<file path="config.mk">
export PLATFORM = sky130hd
export DESIGN_NAME = mips_prog_loader
export DESIGN_NICKNAME = d
export VERILOG_FILES = /design/src/rtl/mips_prog_loader.sv
export SDC_FILE = /design/constraint.sdc
export NUM_CORES = 1
export LEC_CHECK = 0
export CORE_MARGIN = 5
export CORE_UTILIZATION = 25
export DETAILED_ROUTE_END_ITERATION = 8
export SYNTH_ARGS = -nofsm -noshare
export SYNTH_HDL_FRONTEND = slang
export SYNTH_SLANG_ARGS = --single-unit
</file>
<file path="constraint.sdc">
create_clock -name clk -period 4.4 [get_ports clk]
set_clock_uncertainty 0.1 [all_clocks]
set_input_delay 0.44 -clock clk [delete_from_list [all_inputs] [get_ports clk]]
set_output_delay 0.44 -clock clk [all_outputs]
set_load 0.01 [all_outputs]
</file>
<file path="src/rtl/mips_prog_loader.sv">
// Byte-stream program loader: 2-byte little-endian word count, then little-endian words into imem.
// Optional trailing XOR checksum byte when PROG_LOADER_CHECKSUM_EN is defined.
module mips_prog_loader #(
  parameter int ADDR_W = 10,
  parameter int LEN_W  = 16
) (
  input  logic              clk,
  input  logic              rst,
  input  logic              start,
  input  logic [7:0]        in_data,
  input  logic              in_valid,
  output logic              in_ready,
  output logic              mem_we,
  output logic [ADDR_W+1:0] mem_addr,
  output logic [31:0]       mem_wdata,
  output logic              busy,
  output logic              done,
  output logic              error,
  output logic              cpu_rst
);

  localparam int MAX_WORDS = 1 << ADDR_W;

  typedef enum logic [2:0] {
    IDLE   = 3'd0,
    LEN_LO = 3'd1,
    LEN_HI = 3'd2,
    DATA   = 3'd3,
`ifdef PROG_LOADER_CHECKSUM_EN
    CSUM   = 3'd4,
`endif
    DONE   = 3'd5,
    ERROR  = 3'd6
  } state_t;

  state_t           state;
  logic [LEN_W-1:0] n_words;
  logic [ADDR_W:0]  word_idx;
  logic [1:0]       byte_idx;
  logic [23:0]      wbuf;
`ifdef PROG_LOADER_CHECKSUM_EN
  logic [7:0]       csum;
`endif

  logic        xfer;
  logic [15:0] len_val;
  logic        last_word;

  assign xfer      = in_valid && in_ready;
  assign len_val   = {in_data, n_words[7:0]};
  assign last_word = ((32'(word_idx) + 32'd1) == 32'(n_words));

  always_ff @(posedge clk or posedge rst) begin
    if (rst) begin
      state     <= IDLE;
      in_ready  <= 1'b0;
      mem_we    <= 1'b0;
      mem_addr  <= '0;
      mem_wdata <= '0;
      busy      <= 1'b0;
      done      <= 1'b0;
      error     <= 1'b0;
      cpu_rst   <= 1'b1;
      n_words   <= '0;
      word_idx  <= '0;
      byte_idx  <= '0;
      wbuf      <= '0;
`ifdef PROG_LOADER_CHECKSUM_EN
      csum      <= '0;
`endif
    end else begin
      mem_we <= 1'b0;
      case (state)
        IDLE, DONE, ERROR: begin
          if (start) begin
            state    <= LEN_LO;
            in_ready <= 1'b1;
            busy     <= 1'b1;
            done     <= 1'b0;
            error    <= 1'b0;
            cpu_rst  <= 1'b1;
            n_words  <= '0;
            word_idx <= '0;
            byte_idx <= '0;
`ifdef PROG_LOADER_CHECKSUM_EN
            csum     <= '0;
`endif
          end
        end

        LEN_LO: begin
          if (xfer) begin
            n_words <= LEN_W'(in_data);
`ifdef PROG_LOADER_CHECKSUM_EN
            csum    <= csum ^ in_data;
`endif
            state   <= LEN_HI;
          end
        end

        LEN_HI: begin
          if (xfer) begin
            n_words <= LEN_W'(len_val);
`ifdef PROG_LOADER_CHECKSUM_EN
            csum    <= csum ^ in_data;
`endif
            if (32'(len_val) > 32'(MAX_WORDS)) begin
              state    <= ERROR;
              error    <= 1'b1;
              busy     <= 1'b0;
              in_ready <= 1'b0;
            end else if (len_val == 16'd0) begin
`ifdef PROG_LOADER_CHECKSUM_EN
              state    <= CSUM;
`else
              state    <= DONE;
              done     <= 1'b1;
              busy     <= 1'b0;
              cpu_rst  <= 1'b0;
              in_ready <= 1'b0;
`endif
            end else begin
              state    <= DATA;
              word_idx <= '0;
              byte_idx <= '0;
            end
          end
        end

        DATA: begin
          // in_ready low in DATA only happens during the final word's write cycle
          if (!in_ready) begin
            state   <= DONE;
            done    <= 1'b1;
            busy    <= 1'b0;
            cpu_rst <= 1'b0;
          end else if (xfer) begin
`ifdef PROG_LOADER_CHECKSUM_EN
            csum <= csum ^ in_data;
`endif
            if (byte_idx == 2'd3) begin
              mem_we    <= 1'b1;
              mem_addr  <= {word_idx[ADDR_W-1:0], 2'b00};
              mem_wdata <= {in_data, wbuf};
              word_idx  <= word_idx + 1'b1;
              byte_idx  <= 2'd0;
              if (last_word) begin
`ifdef PROG_LOADER_CHECKSUM_EN
                state    <= CSUM;
`else
                in_ready <= 1'b0;
`endif
              end
            end else begin
              wbuf[8*byte_idx +: 8] <= in_data;
              byte_idx <= byte_idx + 2'd1;
            end
          end
        end

`ifdef PROG_LOADER_CHECKSUM_EN
        CSUM: begin
          if (xfer) begin
            in_ready <= 1'b0;
            busy     <= 1'b0;
            if (in_data == csum) begin
              state   <= DONE;
              done    <= 1'b1;
              cpu_rst <= 1'b0;
            end else begin
              state   <= ERROR;
              error   <= 1'b1;
              cpu_rst <= 1'b1;
            end
          end
        end
`endif

        default: begin
          state    <= IDLE;
          in_ready <= 1'b0;
          busy     <= 1'b0;
          cpu_rst  <= 1'b1;
        end
      endcase
    end
  end

endmodule

</file>
Yosys cells after proc, flatten, opt, wreduce, memory -nomap -nowiden
Index checks and enable logic that the tools add are counted.
- flip-flop bits (word level): 104
- $add $sub $neg: 4
- shifts and indexed selects: 2
- muxes and demuxes: 55
- magnitude comparators: 1
- reductions and logical operators: 20
- bitwise gates (word level): 3
- equal/unequal tests: 19
- operator list (kind ; count):
    2-to-1 mux 11 bit ; 7
    2-to-1 mux 16 bit ; 3
    case mux 16 bit (3 select lines) ; 1
    negation 5 -> 34 bit ; 1
    variable shift 8 x 34 -> 24 bit (first input constant) ; 1
    indexed part select 8 x 34 -> 24 bit ; 1
    case mux 11 bit (3 select lines) ; 1
    AND reduction 4 bit ; 7
    bitwise mux 24 bit ; 1
    2-to-1 mux 1 bit ; 22
    inequality test 2 bit (second input constant) ; 11
    2-to-1 mux 3 bit ; 6
    == test 12 x 16 -> 1 bit ; 1
    greater-than comparator 16 x 11 -> 1 bit (second input constant) ; 1
    zero test 16 bit ; 1
    2-to-1 mux 2 bit ; 7
    adder 11 x 1 -> 12 bit (second input constant) ; 1
    case mux 1 bit (4 select lines) ; 3
    case mux 3 bit (4 select lines) ; 1
    AND reduction 6 bit ; 2
    adder 11 x 1 -> 11 bit (second input constant) ; 1
    AND reduction 8 bit ; 1
    AND reduction 7 bit ; 1
    == test 3 x 2 -> 1 bit (second input constant) ; 2
    other kinds (15) ; 20

Depth between registers and ports, before layout
Gate-level depths: netlist of the first run.
- word-level depth: 7
- mapped depth: 9
- gate-level depth less buffers: 7

Least setup slack after synthesis of the first run
OpenSTA, ideal clock, no wires.
- kind: register to register
- from: register n_words[4]
- to: register word_idx[8]
- setup slack: 2.482 ns
- clock period less this slack: 1.918 ns
- stages on the path, launching flop included: 8
- path buffers: 1
- required time: 4.163 ns
- arrival: 1.681 ns
- path through: dfrtp_1 -> nor4_2 -> a31oi_1 -> nor3b_2 -> a2bb2oi_2 -> o21a_2 -> buf_6 -> a31oi_1
- longest elaborated chain between the ends: 3
- RTL lines (item ; RTL line ; text):
    start, declared ; 37 ; logic [LEN_W-1:0] n_words;
    start signal, assigned ; 93 ; n_words <= LEN_W'(in_data);
    start signal, assigned ; 103 ; n_words <= LEN_W'(len_val);
    greater-than comparator 16 x 11 -> 1 bit / zero test 16 bit (equally long branches) ; 107, 112 ;
    inequality test 2 bit (no line) ; - ;
    AND reduction 8 bit (no line) * ; - ;
    end signal, assigned ; 145 ; word_idx <= word_idx + 1'b1;
    end, declared ; 38 ; logic [ADDR_W:0] word_idx;
Mark *: on every way between the ends. The rest lies on a longest branch, timed or not.
A chain may end at the register's enable or synchronous reset.

Final worst setup path of the first run
- from: register state[1]
- to: register wbuf[17]
- longest elaborated chain between the ends: 2
- RTL lines (item ; RTL line ; text):
    start, declared ; 36 ; state_t state;
    start signal, assigned ; 55 ; state <= IDLE;
    start signal, assigned ; 76 ; state <= LEN_LO;
    start signal, assigned ; 97 ; state <= LEN_HI;
    == test 3 x 2 -> 1 bit ; 73 ; case (state)
    AND reduction 4 bit (no line) ; - ;
    end signal, assigned by index ; 155 ; wbuf[8*byte_idx +: 8] <= in_data;
    end, declared ; 40 ; logic [23:0] wbuf;
No other way between the ends.

==> results.cfg, run 1 <==
[run_status]
status = finished, final reports clean

[logic_synthesis]
synth_seq_area_share_pct = 53.1
synth-simple-area-share_pct = 15.8
synth_compound_area_share_pct = 12.6
async_reset_ff_share_pct = 100
ys_types = 53
synth-adder-area-share_pct = 1.53
avgSynthCellArea_um2 = 10.1
syn-cell-area_mm2 = 0.00490
synth_edf_count = 0
synth-seq-cells = 104
yosysTopAreaCell = dfrtp_1
yosysTopAreaCellShare_pct = 52.6
ys.flop_type = dfrtp_1
syn_inst = 484
synth_warnings = 0
synth_xor_area_share_pct = 2.86
muxShareOfSynthArea_pct = 10.5
synth_top_family_by_area = simple AND/OR/NAND/NOR gates
synth_area_leaders = dfrtp_1 53%, mux2_2 9.9%, nand2_1 7.5%

[flow_run]
maxCapViolCount = 0

[place]
portBuffers = 59
hpwl_mm = 8.20
place.gp.congestion = 0.814

[clock_network]
cts-htree-levels = 3
cts_buffer_depth = 2
clkLatencyLatePin_ps = 350
cts_tree = built
cts_sinks = 104
cts_hold_repair.buffers = 0
cts.clk_slew.worst_paths_ps = 70
cts-resized-gates = 0
postCtsSetupBuffers = 0
root_buffer = clkbuf_16
numCtsBuffers = 9

[routing]
vias = 3641
ant_nets = 0
wl_per_cell_um = 14.7
dr.pass1.iters = 5
viasPerCell = 4.53
drt_iter0_drc = 347
wirelength_mm = 11.8
drc = 0

[layout]
n_antenna_cell = 0
drive_gt1_share_pct = 14.3
syn_to_final_growth_pct = 23.4
fin_util_pct = 31.2
nets = 552

[timing]
hold_viol_final = 0
worstMarginPinSlew_ps = 1110
setup_viol = 0
finalCritPeriodShare_pct = 61.8
maxSlewHeadroom_pct = 25.3
timing.fmax_mhz = 368
setup_tns_ps = 0
rsz0062_at_grt = false
period_needed_ps = 2720
slew_violations = 0

[critical_path]
critPathMaxFanout = 18
cp.required_ps = 4510
cp-end-kind = register
cp.arrival_ps = 2830
slowest_delay_ps = 660
crit_buf_inv = 0
cp_slowest_cell = dfrtp_1
path_class = register to register
cp-start-kind = register
path_cells = nor2b_1 > nand2_1 > nor3_2 > nand2_1 > nand2_1 > o21ai_0
crit_top_cell = nand2_1
cpLargestDelayFamily = simple AND/OR/NAND/NOR gates

[hold_path]
hp-class = register to register

[pwr]
peakVddDrop_v = 0.000255
power_density_mw_per_mm2 = 478
p_leak_uw = 0.00257

[floorplanning]
core_mm2 = 0.0194
start_util_pct = 25.3
die_y_um = 150
die_x_um = 150
io-pin-count = 62
fp.dieArea_mm2 = 0.0225
rows = 51

[global_routing]
grt_pass1_wl_mm = 19.3
grt_max_degree = 57
grt_overflow = 0
grt_usage_pct = 10.8
antenna_found_initial = 0
grt_pass1_vias = 3503
-- per-layer routing --
layer / part of all wire [%] / GRT usage, % / vias to the layer above
li1: - / - / 1776
met1: 48 / 15.1 / 1765
met2: 45 / 16.3 / 82
met3: 4.7 / 2.39 / 18
met4: 1.8 / 4.25 / 0
met5: 0 / 0 / -
-- sequential cells by signal, summed over array words and instances, names as in the netlist --
| register | cells |
|---|---|
| wbuf | 24 |
| mem_addr | 10 |
| in_ready | 1 |
| done | 1 |
| busy | 1 |
| byte_idx | 2 |
| n_words | 16 |
| error | 1 |
| mem_wdata | 32 |
| word_idx | 11 |
| state | 3 |
| mem_we | 1 |
| cpu_rst | 1 |
-- worst paths after layout --
kind | slack (ps) | depth (start not counted) | from | to
max in group asynchronous | 2860 | 3 | rst | word_idx[8]
hold / removal | 380 | 2 | wbuf[4] | wbuf[4]
hold reg to reg | 380 | 2 | wbuf[4] | wbuf[4]
setup reg to reg | 1680 | 6 | state[1] | wbuf[17]
setup / recovery | 1680 | 6 | state[1] | wbuf[17]
min in group asynchronous | 470 | 2 | rst | mem_wdata[10]
-- area by class of cell --
| class | count | area, um2 |
|---|---|---|
| fill | 2044 | 13400 |
| sequential | 104 | 2600 |
| multi-input combinational | 344 | 2130 |
| timing repair buffer | 65 | 636 |
| tap | 265 | 332 |
| clock buffer | 9 | 225 |
| clock inverter | 7 | 80.1 |
| inverter | 10 | 40.0 |
-- Yosys cell counts (4+ instances only) --
cell,instances
dfrtp_1,103
nand2_1,98
o21ai_0,59
mux2_2,43
nor2_1,24
buf_2,14
a21oi_1,12
nand3_1,12
a31oi_1,9
clkbuf_1,9
inv_1,9
xnor2_1,9
xor2_1,7
ha_1,6
nor3b_1,5
nand4_1,4
nor3_1,4
-- metrics by stage --
step                      area, um2  power, uW  hold slack (ps)  setup WS, ps  std cells
final                          6050       2890              381          1680        804
after global routing           6050       3080              404          1500        804
after CTS                      6050       2910              386          1740        804
after detailed placement       5740       2080              370          1500        788
after global placement         5740       2080              363          1640        788
after floorplan                4910       1820              344          1130        485
-- power by group --
group	total (uW)	internal (uW)	switching, uW
logic	812	331	482
registers	1260	1090	164
clock network	824	446	378
total	2890	1870	1020
-- tightest hold or removal path, stage by stage, from the launching register on --
cell,delay [ps]
dfrtp_1,340
nand2_1,50
o21ai_0,60
-- cell usage in the layout, fill, tap and decap left out, drive strengths merged, types with 3 or more instances in the layout --
cell type      Yosys  final
nor2              25     25
xor2               7      7
dfrtp            103    103
nor3               5      5
nand2b             3      3
o31ai              3      3
nand3             12     12
nand4              4      4
nor4               4      4
and2               3      3
xnor2              9      9
nor2b              3      3
buf               18      6
a21oi             12     12
a31oi              9      9
mux2              43     43
nand2             98     98
clkdlybuf4s50      0     59
clkinv             1      4
inv                9     10
mux2i              3      3
ha                 6      6
nor3b              6      6
o21ai             62     62
a2bb2oi            3      3
clkbuf             9      9
-- cell families (layout without fill, tap and decap cells) --
| kind of cell | count (synthesis) | after routing |
|---|---|---|
| compound gates | 105 | 105 |
| xor+xnor | 16 | 16 |
| fa+ha+maj | 6 | 6 |
| buf+inv | 37 | 91 |
| flops | 104 | 104 |
| mux | 46 | 46 |
| other cells | 1 | 2 |
| simple gates | 169 | 169 |
Power figures use the tool's default switching activity.
==> inputs of run 2 (changes only) <==
clock period = 2.73 ns   (was 4.4 ns; I/O delays follow)
==> run 2 against run 1 <==
Register-to-register slack got worse by 1300 ps; cell area increased by 2.4%; total power increased by 62%; count of clock-buffer cells in the layout increased by 2; first-iteration DRC count decreased by 0.29%; critical path depth unchanged; largest cell class unchanged; largest power group unchanged; highest routed layer unchanged.
==> results.cfg, run 2 (synthesis gave the netlist of run 1 again) <==
[clock_network]
postCtsSetupBuffers = 0
root_buffer = clkbuf_16
cts-resized-gates = 0
cts_sinks = 104
clkLatencyLatePin_ps = 350
cts.clk_slew.worst_paths_ps = 70
numCtsBuffers = 9
cts_hold_repair.buffers = 0
cts-htree-levels = 3
cts_tree = built
cts_buffer_depth = 2

[layout]
top_register = mem_wdata
syn_to_final_growth_pct = 26.3
n_fill_cell = 2017
multi_input_area_mm2 = 0.00213
largest_reg_flops = 32
nets = 573
top_regs = mem_wdata: 32 flops, wbuf: 24 flops, n_words: 16 flops
drive_gt1_share_pct = 16.8
final_common_cell = dfrtp_1
final_cell_mix = 103 x dfrtp_1, 98 x nand2_1, 59 x o21ai_0, 59 x clkdlybuf4s50_1, 43 x mux2_2
n_antenna_cell = 0
seq_area_mm2 = 0.00260

[floorplanning]
start_util_pct = 25.3
fp.dieArea_mm2 = 0.0225
rows = 51
io-pin-count = 62
die_x_um = 150
die_y_um = 150
core_mm2 = 0.0194

[global_routing]
grt_pass1_wl_mm = 20.2
grt_max_degree = 105
grt_pass1_vias = 3719
grt_overflow = 0
antenna_found_initial = 0
grt_usage_pct = 11.5

[timing]
worstMarginPinSlew_ps = 1090
finalCritPeriodShare_pct = 84.5
maxSlewHeadroom_pct = 27.2
slew_violations = 0
setup_tns_ps = 0
setup_viol = 0
hold_viol_final = 0
rsz0062_at_grt = false
timing.fmax_mhz = 434
period_needed_ps = 2310

[pwr]
power_density_mw_per_mm2 = 757
p_leak_uw = 0.00266
p_total_uw = 4690
peakVddDrop_v = 0.000335

[critical_path]
cp_slowest_cell = dfrtp_1
cp-end-kind = register
critPathMaxFanout = 11
cp.arrival_ps = 2420
cp.required_ps = 2840
path_cells = nor4_2 > a31oi_1 > nor3b_2 > a2bb2oi_2 > o21a_2 > a31oi_1
path_class = register to register
crit_top_cell = a31oi_1
slowest_delay_ps = 440
cp-start-kind = register

[routing]
ant_nets = 0
wirelength_mm = 12.1
viasPerCell = 4.41
drt_iter0_drc = 346
dr.pass1.iters = 4
wl_per_cell_um = 14.7
vias = 3631
drc = 0

[place]
portBuffers = 59
place.gp.congestion = 0.823
hpwl_mm = 8.50

[run_status]
status = finished, final reports clean

[hold_path]
hp-class = primary input to async pin

[flow_run]
maxCapViolCount = 0
run 2: cell count changes in the layout (fill, tap and decap cells not counted), sizes merged:
cell / before / now
buf: 6 / 27
clkinv: 4 / 1
clkbuf: 9 / 11
inv: 10 / 8
clkinvlp: 2 / 3
run 2: path summary, 6_finish.rpt:
kind | start | endpoint | slack [ps] | depth (start not counted)
worst max-delay path | n_words[4] | word_idx[5] | 420 | 6
worst min-delay path | rst | mem_wdata[5] | 330 | 3
worst max register to register | n_words[4] | word_idx[5] | 420 | 6
worst min register to register | wbuf[9] | wbuf[9] | 380 | 2
max in group asynchronous | rst | byte_idx[0] | 1780 | 3
min in group clk | wbuf[9] | wbuf[9] | 380 | 2
run 2: cell type report:
type | instances | area share (%)
repair buffers | 86 | 13.0
well taps | 265 | 5.35
flip-flops and latches | 104 | 42.0
clock buffers | 11 | 3.76
clock inverters | 3 | 0.727
inverters | 10 | 0.667
multi-input cells | 344 | 34.4
run 2: metal layers:
metal	wire (um)	global-route usage [%]	vias up
li1	-	-	1803
met1	5580	15.6	1741
met2	5760	18.0	78
met3	614	3.06	9
met4	158	3.11	0
met5	0	0	-
run 2: metrics by stage:
step	instances	util, %	cell area [um2]	hold slack [ps]	setup slack, ps
2_1_floorplan	485	-	4910	309	812
3_3_place_gp	809	30.5	5910	359	239
3_5_place_dp	809	30.5	5910	367	190
4_1_cts	823	31.9	6190	369	416
5_1_grt	823	31.9	6190	405	241
6_report	823	31.9	6190	326	424
run 2: worst max-delay path: cells and delay by family (launching register included):
| kind | cells | cell delay [ps] |
|---|---|---|
| flops | 1 | 440 |
| simple gates | 2 | 780 |
| compound gates | 4 | 850 |
run 2: where the power goes:
part | internal (uW) | switching [uW] | leakage, uW | total, uW
Clock | 702 | 559 | 0.000128 | 1260
Combinational | 605 | 815 | 0.00111 | 1420
Sequential | 1760 | 244 | 0.00143 | 2000
Total | 3070 | 1620 | 0.00266 | 4690
